==> src/rtl/write_back.sv <==
// Write-back stage: selects register-file data, resolves jump/branch redirects,
// and services UART-read instructions from a small receive FIFO, stalling when it is empty.
module write_back #(
  parameter int INST_MEM_WIDTH = 2,
  parameter int RX_DEPTH_LOG2  = 2
) (
  input  logic                      CLK,
  input  logic                      reset,
  input  logic                      RegWrite,
  input  logic [1:0]                MemtoReg,
  input  logic [1:0]                Branch,
  input  logic                      UARTtoReg,
  input  logic [31:0]               read_data,
  input  logic [31:0]               alu_result,
  input  logic [4:0]                rdist,
  input  logic [25:0]               inst_index,
  input  logic [INST_MEM_WIDTH-1:0] pc1,
  input  logic [INST_MEM_WIDTH-1:0] pc2,
  input  logic                      rx_valid,
  input  logic [7:0]                rx_data,
  output logic                      rx_ready,
  output logic                      reg_we,
  output logic [4:0]                reg_waddr,
  output logic [31:0]               reg_wdata,
  output logic                      pc_redirect,
  output logic [INST_MEM_WIDTH-1:0] pc_target,
  output logic                      stall,
  output logic                      dbg_state
);

  localparam int DEPTH = 1 << RX_DEPTH_LOG2;
  localparam logic [RX_DEPTH_LOG2:0] FULL_COUNT = (RX_DEPTH_LOG2 + 1)'(DEPTH);

  typedef enum logic {IDLE = 1'b0, WAIT_RX = 1'b1} state_t;

  state_t                   state;
  logic [7:0]               rx_mem [DEPTH];
  logic [RX_DEPTH_LOG2-1:0] wptr;
  logic [RX_DEPTH_LOG2-1:0] rptr;
  logic [RX_DEPTH_LOG2:0]   count;

  logic empty, full, uart_rd, push, pop;
  logic [31:0] sel_data;

  wire unused_inst_bits = ^inst_index;

  assign empty    = (count == '0);
  assign full     = (count == FULL_COUNT);
  assign rx_ready = reset && !full;
  assign push     = rx_valid && rx_ready;

  // A read waiting on the FIFO stalls in either state; the pop happens the
  // first cycle the FIFO holds data, so both states share one condition.
  assign uart_rd = UARTtoReg && RegWrite;
  assign pop     = reset && uart_rd && !empty;
  assign stall   = reset && uart_rd && empty;

  assign reg_waddr   = rdist;
  assign reg_we      = reset && RegWrite && (rdist != 5'd0) && (!UARTtoReg || pop);
  assign pc_redirect = reset && (Branch != 2'b00) && !stall;
  assign dbg_state   = (state == WAIT_RX);

  always_comb begin
    sel_data = alu_result;
    case (MemtoReg)
      2'b01:   sel_data = read_data;
      2'b10:   sel_data = {{(32 - INST_MEM_WIDTH){1'b0}}, pc1};
      default: sel_data = alu_result;
    endcase
  end

  assign reg_wdata = UARTtoReg ? {24'b0, rx_mem[rptr]} : sel_data;

  always_comb begin
    pc_target = '0;
    case (Branch)
      2'b01:   pc_target = inst_index[INST_MEM_WIDTH-1:0];
      2'b10:   pc_target = alu_result[INST_MEM_WIDTH-1:0];
      2'b11:   pc_target = pc2;
      default: pc_target = '0;
    endcase
  end

  always_ff @(posedge CLK) begin
    if (push) rx_mem[wptr] <= rx_data;
  end

  always_ff @(posedge CLK) begin
    if (!reset) begin
      wptr  <= '0;
      rptr  <= '0;
      count <= '0;
    end else begin
      if (push) wptr <= wptr + 1'b1;
      if (pop)  rptr <= rptr + 1'b1;
      case ({push, pop})
        2'b10:   count <= count + 1'b1;
        2'b01:   count <= count - 1'b1;
        default: count <= count;
      endcase
    end
  end

  always_ff @(posedge CLK) begin
    if (!reset) begin
      state <= IDLE;
    end else begin
      case (state)
        IDLE:    if (stall) state <= WAIT_RX;
        WAIT_RX: if (pop || !uart_rd) state <= IDLE;
        default: state <= IDLE;
      endcase
    end
  end

endmodule

==> config.mk <==
export PLATFORM = sky130hd
export DESIGN_NAME = write_back
export DESIGN_NICKNAME = d
export VERILOG_FILES = /design/src/rtl/write_back.sv
export SDC_FILE = /design/constraint.sdc
export NUM_CORES = 1
export LEC_CHECK = 0
export ABC_AREA = 1
export ABC_CLOCK_PERIOD_IN_PS = 6700
export CAP_MARGIN = 10
export CORE_UTILIZATION = 40
export CTS_CLUSTER_SIZE = 25
export DETAILED_ROUTE_END_ITERATION = 12
export GPL_TIMING_DRIVEN = 0
export PLACE_DENSITY = 0.95
export SETUP_SLACK_MARGIN = 0.15
export SKIP_LAST_GASP = 1
export SLEW_MARGIN = 20
export SYNTH_ARGS = -nofsm -noshare
export SYNTH_HDL_FRONTEND = slang
export SYNTH_SLANG_ARGS = --single-unit
==> constraint.sdc <==
create_clock -name CLK -period 6.7 [get_ports CLK]
set_clock_uncertainty 0.2 [all_clocks]
set_input_delay 2.01 -clock CLK [delete_from_list [all_inputs] [get_ports CLK]]
set_output_delay 2.01 -clock CLK [all_outputs]
set_load 0.02 [all_outputs]
### Word level (Yosys, flattened, before mapping)

Memories as Yosys holds them, arrays and structs flattened. A register that Yosys moved wholly into a read port is not among the register bits.
Index checks and enable logic that the tools add are counted.

| storage, ports and cells | value |
|---|---|
| bits of input ports | 116 |
| output and inout bits | 44 |
| bits in writable memories | 32 |
| word-level logic and storage cells | 51 |
| flip-flop bits (word level) | 8 |
| memories | 1 |

| cells by class | value |
|---|---|
| multiplexer cells | 11 |
| equality and inequality tests | 8 |
| bitwise logic cells | 1 |
| reduce and logical (&&, ||, !) cells | 22 |
| $add $sub $neg | 4 |

Memory list:

| name | words | width | read ports | clocked after Yosys merged registers in | wr ports | RTL line | source |
|---|---|---|---|---|---|---|---|
| rx_mem | 4 | 8 | 1 | 1 | 1 | 37 | `logic [7:0] rx_mem [DEPTH];` |

Operator list:

| operator | count |
|---|---|
| $pmux 32 s2 | 1 |
| $mux 32 | 1 |
| $logic_and 1x1->1 | 11 |
| $eq 2x2->1 const B | 4 |
| $eq 2x1->1 const B | 3 |
| $pmux 2 s3 | 1 |
| $pmux 3 s2 | 1 |
| $logic_not 1->1 | 5 |
| $reduce_bool 5->1 | 1 |
| $add 2x1->2 const B | 2 |
| $mux 1 | 4 |
| $mux 2 | 2 |
| $reduce_bool 2->1 | 2 |
| $add 3x1->3 const B | 1 |
| $eq 3x3->1 const B | 1 |
| $logic_not 3->1 | 1 |
| $sub 3x1->3 const B | 1 |
| $logic_or 1x1->1 | 2 |
| $pmux 1 s2 | 1 |
| $not 1->1 | 1 |

### Depth between registers and ports, before layout

| depth | value |
|---|---|
| depth after elaboration | 6 |
| gate-level depth with buffers | 13 |
| depth with buffers taken out | 13 |

### Worst setup path before layout

OpenSTA, ideal clock, no wires.

| timing | value |
|---|---|
| kind | input to output |
| start | input MemtoReg[0] |
| end | output reg_wdata[7] |
| cell stages on the path | 7 |
| data required time | 4.490 ns |
| setup slack | 1.257 ns |
| buffers on the path | 2 |
| data arrival time | 3.233 ns |
| cells stage by stage | inv_1 ha_1 buf_4 inv_2 buf_2 o21ai_0 o21ai_0 |

| on the way | value |
|---|---|
| longest elaborated chain between the ends | 3 |
| elaborated cells on any way between the ends | 4 |
| classes of those cells | eq/ne: 2; mux: 2 |

Ends and longest elaborated chain:

| element | RTL line | source |
|---|---|---|
| from (decl) | 10 | `input logic [1:0] MemtoReg,` |
| $eq 2x2->1 or $eq 2x1->1 (tied branches) | 65 | `case (MemtoReg)` |
| $pmux 32 s2 * | 65 |  |
| $mux 32 * | 72 | `assign reg_wdata = UARTtoReg ? {24'b0, rx_mem[rptr]} : sel_data;` |
| to (decl) | 24 | `output logic [31:0] reg_wdata,` |

Every way passes the cells marked *; elsewhere a longest branch is shown, timed or not.

### Final worst setup path

| timing | value |
|---|---|
| start | input MemtoReg[0] |
| end | output reg_wdata[23] |

Same word-level chain as after synthesis.

==> flow_summary.json <==
{
  "status": "complete, no violations",
  "min_period_over_period_pct": 95.6,
  "core_area_sq_um": 5960,
  "worstRegToRegCells": 12,
  "regArea_sq_um": 1160,
  "post_cts_buffers": 0,
  "synth_top_cell_area_share_pct": 38.6,
  "finalSetupTns_ps": 0,
  "syn_area_per_cell_sq_um": 7.85,
  "ant_nets": 0,
  "synthTopCellsByCount": "nand2_1 (63), nor2_1 (40), o21ai_0 (38)",
  "powerDensity_nw_per_um2": 166,
  "wl_mm": 7.63,
  "grt_start_max_net_pins": 14,
  "final_nets": 583,
  "grt_pass1_vias": 2439,
  "synth_edf_count": 32,
  "netlist_instances": 317,
  "cts-root-buf": "clkbuf_8",
  "port_buffers": 135,
  "grt_use_total_pct": 22.6,
  "numCtsBuffers": 5,
  "vdd_ir_drop_max_mv": 0.153,
  "yosysMostFrequentCell": "nand2_1",
  "worstMarginPinSlew_ps": 763,
  "n_fill_cell": 442,
  "gp_congestion": 0.824,
  "clk_latency_ps": 290,
  "netlist_area_sq_um": 2490,
  "clockBufferDepth": 2,
  "r2r_slack_ps": 4590,
  "die_area_sq_um": 6540,
  "cp_max_fo": 10,
  "synth_warnings": 0,
  "dp_hpwl_mm": 5.98,
  "synth_area_leader_cell": "edfxtp_1",
  "setup_viol": 0,
  "area_growth_pct": 61.6,
  "dr.first_iter.drc_count": 98,
  "synthFlopType": "edfxtp_1",
  "crit_arrival_ps": 4190,
  "multiInputGateArea_sq_um": 1090,
  "hold_depth": 2,
  "rr_startpoint": "count[1]",
  "io_pins": 160,
  "synth_cell_types": 23,
  "grt-ovfl-total": 0,
  "netlist_top_cells_area": "edfxtp_1 (39%), nand2_1 (9.5%), dfxtp_1 (8.0%)",
  "cts_tree": "done",
  "yosysSeqAreaShare_pct": 46.7,
  "drc": 0,
  "vias": 2667,
  "timing.max_cap.violations": 0,
  "drive_gt1_share_pct": 7.39,
  "p_leak_nw": 1.58,
  "crit_path_end_kind": "primary output",
  "rsz0062_at_grt": "false",
  "crit_required_ps": 4490,
  "finalHoldViolCount": 0,
  "place_area_sq_um": 3930,
  "worst-setup-path-type": "in2out",
  "cp-start-kind": "input port",
  "finalHoldWorstSlack_ps": 305,
  "slew_headroom_pct": 49.0,
  "rr_endpoint": "count[2]",
  "cts.sinks": 42,
  "syn-num-nets": 441,
  "hold_path.startpoint": "rptr[1]",
  "diodes": 0,
  "report.final.slew_viol_count": 0,
  "antenna_found_initial": 0,
  "viasPerCell": 4.99,
  "row_count": 28,
  "post_drt_wl_per_cell_um": 14.3,
  "first_pass_iters": 4,
  "fmax_mhz": 156,
  "period_needed_ps": 6400,
  "path_clk_slew_ps": 70,
  "floorplan.initialDensity_pct": 41.8,
  "die_h_um": 80.9,
  "grt_pass1_wl_mm": 11.2,
  "fin_util_pct": 67.5,
  "die_x_um": 80.9,
  "min_path_type": "reg2reg",
  "ys_ff_latch": 42,
  "cts_max_level": 2,
  "post-route-cell-area_sq_um": 4020,
  "async_reset_ff_share_pct": 0
}
[flip-flops by register name, indices dropped and copies added (netlist names), named ones only]
name,cells
rx_mem,32
count,3
rptr,2
wptr,2
dbg_state,1
[critical path: stages]
cell	delay, ps
clkdlybuf4s50_1	480
inv_1	50
ha_1	290
buf_4	170
inv_2	60
buf_4	150
buf_6	130
o21ai_0	80
nor2_1	110
clkdlybuf4s50_1	640
[cells in the final DEF, fill, tap and decap left out, types with 7 or more instances in the layout]
cell type	n
inv_1	20
dfxtp_1	10
clkdlybuf4s50_1	135
nor2_1	40
nand3_1	37
ha_1	7
o21ai_0	38
nand2_1	63
buf_4	10
edfxtp_1	32
a21oi_1	30
[cell families after synthesis]
| family | after synthesis | synth area share (%) |
|---|---|---|
| buffers and inverters | 48 | 9.36 |
| and+or+nand+nor | 145 | 24.5 |
| AOI/OAI and AO/OA | 74 | 15.1 |
| adders and majority gates | 8 | 4.33 |
| DFF | 42 | 46.7 |
[through the flow]
step | power, mW | worst slack, ps | cells
2_1_floorplan | 0.400 | 1260 | 317
3_3_place_gp | 0.516 | 274 | 527
3_5_place_dp | 0.521 | 238 | 527
4_1_cts | 0.671 | 225 | 535
5_1_grt | 0.699 | 164 | 535
6_report | 0.669 | 296 | 535
[layer usage]
metal  GRT usage, %  share of wire, %
met5              0                 0
met4           8.57               1.7
met3           6.52               9.6
met2           42.3                52
met1           23.5                37
[power by group]
part / total [mW] / internal [mW] / switching, mW / leakage [nW]
clock: 0.151 / 0.0711 / 0.0801 / 0.0416
sequential: 0.292 / 0.288 / 0.00358 / 0.372
combinational: 0.225 / 0.115 / 0.110 / 1.17
total: 0.669 / 0.475 / 0.194 / 1.58
[how the worst max path moves through the flow]
stage,depth (start not counted),start,endpoint
final,10,MemtoReg[0],reg_wdata[23]
after global routing,10,MemtoReg[0],reg_wdata[2]
after CTS,9,MemtoReg[0],reg_wdata[16]
after detailed placement,9,MemtoReg[0],reg_wdata[16]
after global placement,9,MemtoReg[0],reg_wdata[16]
after floorplan,7,MemtoReg[0],reg_wdata[7]
[area by class of cell]
type                    count  area share, %
repair buffers            135           33.6
clock inverters             3          0.405
plain buffers              23           3.52
clock buffers               5           1.71
inverters                  25           2.33
flip-flops and latches     42           28.9
multi-input cells         227           27.2
well taps                  75           2.33
[repair_timing]
action | 4_1_cts | 5_1_grt
setup endpoints to repair | 0 | 5
hold buffers | 0 | 0
gates resized for setup | 0 | 4
No activity file was read; power rests on OpenSTA's default activity.
